--- config.mk ---
export PLATFORM = sky130hd
export DESIGN_NAME = run_controller
export DESIGN_NICKNAME = d
export VERILOG_FILES = /design/src/rtl/run_ctrl_pkg.sv /design/src/rtl/retire_popcount.sv /design/src/rtl/run_controller.sv
export SDC_FILE = /design/constraint.sdc
export NUM_CORES = 1
export LEC_CHECK = 0
export CORE_MARGIN = 5
export CORE_UTILIZATION = 35
export CTS_CLUSTER_SIZE = 24
export DETAILED_ROUTE_END_ITERATION = 12
export GPL_ROUTABILITY_DRIVEN = 0
export GPL_TIMING_DRIVEN = 1
export PLACE_DENSITY_LB_ADDON = 0.12
export SYNTH_ARGS = -nofsm -noshare
export SYNTH_HDL_FRONTEND = slang
export SYNTH_SLANG_ARGS = --single-unit
--- constraint.sdc ---
create_clock -name sys_clk -period 4.63 [get_ports sys_clk]
set_clock_uncertainty 0.05 [all_clocks]
set_input_delay 0.926 -clock sys_clk [delete_from_list [all_inputs] [get_ports sys_clk]]
set_output_delay 0.926 -clock sys_clk [all_outputs]
set_load 0.005 [all_outputs]
--- src/rtl/run_ctrl_pkg.sv ---
// Shared types and defaults for the run controller.
// State encoding and reset/timeout default lengths live here.
package run_ctrl_pkg;

  typedef enum logic [1:0] {
    HOLD = 2'd0,
    RUN  = 2'd1,
    DONE = 2'd2,
    TMO  = 2'd3
  } run_state_e;

  localparam int unsigned RST_CYCLES_DEF     = 5;
  localparam int unsigned TIMEOUT_CYCLES_DEF = 10000;

endpackage

--- src/rtl/retire_popcount.sv ---
// Combinational count of set bits in the per-hart retire vector.
// Output is wide enough to hold N_HARTS.
module retire_popcount #(
  parameter  int unsigned N_HARTS = 1,
  localparam int unsigned CW      = $clog2(N_HARTS + 1)
) (
  input  logic [N_HARTS-1:0] retire,
  output logic [CW-1:0]      count
);

  always_comb begin
    count = '0;
    for (int unsigned i = 0; i < N_HARTS; i++) begin
      count = count + CW'(retire[i]);
    end
  end

endmodule

--- src/rtl/run_controller.sv ---
// Core reset sequencer and run monitor: holds cores in reset,
// counts run cycles and retires, then latches halt or timeout.
module run_controller
  import run_ctrl_pkg::*;
#(
  parameter int unsigned N_HARTS        = 1,
  parameter int unsigned RST_CYCLES     = RST_CYCLES_DEF,
  parameter int unsigned TIMEOUT_CYCLES = TIMEOUT_CYCLES_DEF,
  parameter int unsigned CNT_W          = 32
) (
  input  logic               sys_clk,
  input  logic               sys_rst,
  input  logic               start,
  input  logic [N_HARTS-1:0] hart_halt,
  input  logic [N_HARTS-1:0] hart_retire,
  input  logic [31:0]        exit_code,
  output logic               core_rst,
  output logic               running,
  output logic               done,
  output logic               timeout,
  output logic               pass,
  output logic [CNT_W-1:0]   cycle_cnt,
  output logic [CNT_W-1:0]   retire_cnt
);

  localparam int unsigned PW      = $clog2(N_HARTS + 1);
  localparam logic [7:0]  HOLD_LEN = 8'(RST_CYCLES);
  localparam logic [63:0] TMO_LIM  = 64'(TIMEOUT_CYCLES);

  run_state_e       state_q, state_d;
  logic [7:0]       hold_q, hold_d;
  logic [CNT_W-1:0] cycle_q, cycle_d;
  logic [CNT_W-1:0] retire_q, retire_d;
  logic             pass_q, pass_d;
  logic             core_rst_q, core_rst_d;
  logic             running_q, running_d;
  logic             done_q, done_d;
  logic             timeout_q, timeout_d;

  logic [PW-1:0]    pop;
  logic [CNT_W:0]   ret_sum;
  logic [CNT_W-1:0] ret_sat;
  logic [CNT_W-1:0] cyc_sat;
  logic             tmo_hit;

  retire_popcount #(
    .N_HARTS (N_HARTS)
  ) u_pop (
    .retire (hart_retire),
    .count  (pop)
  );

  always_comb begin
    ret_sum = {1'b0, retire_q} + (CNT_W + 1)'(pop);
    ret_sat = ret_sum[CNT_W] ? '1 : ret_sum[CNT_W-1:0];
    cyc_sat = (&cycle_q) ? cycle_q : cycle_q + CNT_W'(1);
    tmo_hit = (TIMEOUT_CYCLES != 0) && (64'(cycle_q) == TMO_LIM);
  end

  always_comb begin
    state_d  = state_q;
    hold_d   = hold_q;
    cycle_d  = cycle_q;
    retire_d = retire_q;
    pass_d   = pass_q;
    unique case (state_q)
      HOLD: begin
        if (hold_q == HOLD_LEN) begin
          state_d = RUN;
          cycle_d = CNT_W'(1);
        end else begin
          hold_d = hold_q + 8'd1;
        end
      end
      RUN: begin
        retire_d = ret_sat;
        // Halt takes priority over a coincident timeout.
        if (&hart_halt) begin
          state_d = DONE;
          pass_d  = (exit_code == 32'd0);
        end else if (tmo_hit) begin
          state_d = TMO;
          pass_d  = 1'b0;
        end else begin
          cycle_d = cyc_sat;
        end
      end
      DONE, TMO: begin
        if (start) begin
          state_d  = HOLD;
          hold_d   = '0;
          cycle_d  = '0;
          retire_d = '0;
          pass_d   = 1'b0;
        end
      end
    endcase
    core_rst_d = (state_d != RUN);
    running_d  = (state_d == RUN);
    done_d     = (state_d == DONE);
    timeout_d  = (state_d == TMO);
  end

  always_ff @(posedge sys_clk) begin
    if (sys_rst) begin
      state_q    <= HOLD;
      hold_q     <= '0;
      cycle_q    <= '0;
      retire_q   <= '0;
      pass_q     <= 1'b0;
      core_rst_q <= 1'b1;
      running_q  <= 1'b0;
      done_q     <= 1'b0;
      timeout_q  <= 1'b0;
    end else begin
      state_q    <= state_d;
      hold_q     <= hold_d;
      cycle_q    <= cycle_d;
      retire_q   <= retire_d;
      pass_q     <= pass_d;
      core_rst_q <= core_rst_d;
      running_q  <= running_d;
      done_q     <= done_d;
      timeout_q  <= timeout_d;
    end
  end

  assign core_rst   = core_rst_q;
  assign running    = running_q;
  assign done       = done_q;
  assign timeout    = timeout_q;
  assign pass       = pass_q;
  assign cycle_cnt  = cycle_q;
  assign retire_cnt = retire_q;

endmodule

==> metrics <==
startpoint types=input pin; Syn Nets=around 600; Synth Register Bits=79; leading area contributor after synthesis=dfxtp_1; HP Class=reg -> reg; vias in the first global route=~4300; DRT antenna net count=0; Worst-path clk slew=~0.06 ns; RSZ-0062 raised after global routing=no; number of core rows=40; most frequent cells after synthesis=dfxtp_1, nand2_1, o21ai_0, nor2_1, a21oi_1; Worst VDD drop=around 0.16 mV; H-tree depth=3; Synth area leaders=dfxtp_1, nand2_1, o21ai_0; layout cell share with drive strength beyond 1=0.0598; Worst R2R Path Depth=7; WL/cell=roughly 16 um; worst-path cell chain=clkdlybuf4s50_1 -> ha_1 -> ha_1 -> nand3_1 -> nor3b_2 -> nand3_1 -> nor3_1 -> buf_4 -> nand2_1 -> o311ai_0; crit share post-route=0.713; total track usage=0.180; critical path class=in -> reg; Remaining DRCs=0; synthesized area per cell=7.71 um2; CP max stage delay=between 0.4 and 0.5 ns; R2R Setup Slk=around 1.8 ns; Worst Hold Depth=2; Clock Tree Buf Depth=2; I/O Buffers=between 100 and 150; Slew Viols, Final=0; Vias per Instance=5.66; DR iter-0 viols=379; EDFF count, synth=0; Synth Warn #=0; endpoints failing hold=0; CTS tree=yes; Tmin final=approximately 3.3 ns; pin count of the biggest net entering global routing=30; Worst-Margin Slew=between 1 and 1.5 ns; sequential area share after synthesis=0.370; DP HPWL=between 9000 and 10000 um; Required @ worst endpoint=slightly below 5 ns; nets=~700; Post-Syn Area=0.00428 mm2; total gr overflow=0; Crit Path Max Fanout=20; Final setup viols=0; Critical Path Sink Type=flop; initial antenna violation count=0; Ports=106; CP Data Arrival Time=3.48 ns; setup_tns=0 ns; PostCTS Resize Cnt=0; Die W=121 um; global-route wire length before repair=21600 um; Design Power=~1.6 mW; hold path startpoint=retire_cnt[0]; Clock Sinks=79; CTS Hold Bufs=0; worst r2r src=cycle_cnt[0]; FMAX=just over 300 MHz; core area=about 0.012 mm2; Crit-path slowest cell=clkdlybuf4s50_1; DR vias=around 4500; Power Density=around 270 mW/mm2; number of library cell types mapped by synthesis=between 50 and 60; asr flop ratio synth=0; most common cell in the netlist=dfxtp_1; DIE HEIGHT=approximately 120 um; CTS Buf Count=9; Clock Tree Root=clkbuf_16; die area=approximately 0.015 mm2; area fraction of the dominant cell type after synthesis=0.370; status=finished, final reports clean; max-cap viol count=0; Rel. slew slack=0.278; Worst Hold Endpoint=retire_cnt[0]; reg2reg end=cycle_cnt[27]; Pre-antenna DRT Iters=5; P&R area growth vs syn=34.1%; Post CTS Setup Buffer Count=0; DRT Wirelength=roughly 13000 um; initial core utilization=0.356; most used flip-flop cell after synthesis=dfxtp_1; Ant. Diodes=0; cells after synthesis=around 560; worst-skew pair later-pin latency=approximately 0.34 ns; Leak=slightly below 2 nW
==> through the flow <==
step                setup slack, ns  instance area [um2]   util  hold slack (ns)  instances
floorplan                      1.91                 4280      -            0.401        555
global placement               1.07                 5430  0.452            0.409        783
detailed placement             1.02                 5430  0.452            0.409        783
CTS                            1.36                 5740  0.478            0.418        799
global route                   1.13                 5740  0.478            0.463        799
finish                         1.33                 5740  0.478            0.416        799
==> critical path, delay by kind of cell <==
family	cells	cell delay, ns
adders and majority gates	2	0.36
and+or+nand+nor	5	1.27
AOI/OAI and AO/OA	1	0.19
buffers and inverters	2	0.73
==> kinds of logic (layout without fill, tap and decap cells) <==
group | Yosys count | after routing | synth area share
mux | 6 | 6 | 0.0149
simple gates | 263 | 263 | 0.324
compound gates | 148 | 148 | 0.214
buf+inv | 46 | 143 | 0.0453
flops | 79 | 79 | 0.370
xor+xnor | 7 | 7 | 0.0143
fa+ha+maj | 6 | 6 | 0.0175
==> per-layer routing <==
metal	global-route usage	routed length, um	vias up
met3	0.0355	639	21
met4	0.0673	240	0
li1	-	-	2235
met2	0.283	5920	108
met5	0	0	-
met1	0.244	6230	2155
==> state kept, by name, indices dropped and copies added (netlist names) <==
signal	flops
state_q	2
core_rst	1
retire_cnt	32
cycle_cnt	32
running	1
done	1
timeout	1
hold_q	8
pass	1
==> where the power goes <==
group | switching (mW) | internal (mW) | total [mW]
Clock | 0.293 | 0.446 | 0.739
Combinational | 0.0604 | 0.0578 | 0.118
Sequential | 0.00888 | 0.687 | 0.696
==> layout by cell type (no fill, tap or decap), types with 10 or more instances in the layout <==
| master | synthesis | routed |
|---|---|---|
| a21oi_1 | 43 | 43 |
| nor3_1 | 13 | 13 |
| nor4_1 | 17 | 17 |
| nand3_1 | 32 | 32 |
| and3_1 | 16 | 16 |
| nand4_1 | 24 | 24 |
| nand2b_1 | 10 | 10 |
| nand2_1 | 65 | 65 |
| nor2_1 | 45 | 44 |
| inv_1 | 15 | 15 |
| and4_1 | 11 | 11 |
| dfxtp_1 | 79 | 79 |
| a31oi_1 | 12 | 12 |
| o21ai_0 | 46 | 46 |
| clkdlybuf4s50_1 | 0 | 105 |
==> final cells by class <==
cell class | instances | area, um2
fillers | 1182 | 6270
multi-input cells | 430 | 2510
flip-flops and latches | 79 | 1580
repair buffers | 111 | 1100
clock buffers | 11 | 253
well taps | 147 | 184
inverters | 16 | 60.1
clock inverters | 5 | 56.3
==> worst max path at each step <==
| stage | slack [ns] | end | startpoint | cells after the start |
|---|---|---|---|---|
| detailed placement | 1.02 | retire_cnt[18] | hart_retire | 10 |
| CTS | 1.36 | retire_cnt[22] | hart_retire | 10 |
| global placement | 1.07 | retire_cnt[18] | hart_retire | 10 |
| finish | 1.33 | retire_cnt[22] | hart_retire | 10 |
| floorplan | 1.91 | retire_cnt[28] | hart_retire | 8 |
| global route | 1.13 | retire_cnt[22] | hart_retire | 10 |
Power figures use the tool's default switching activity.
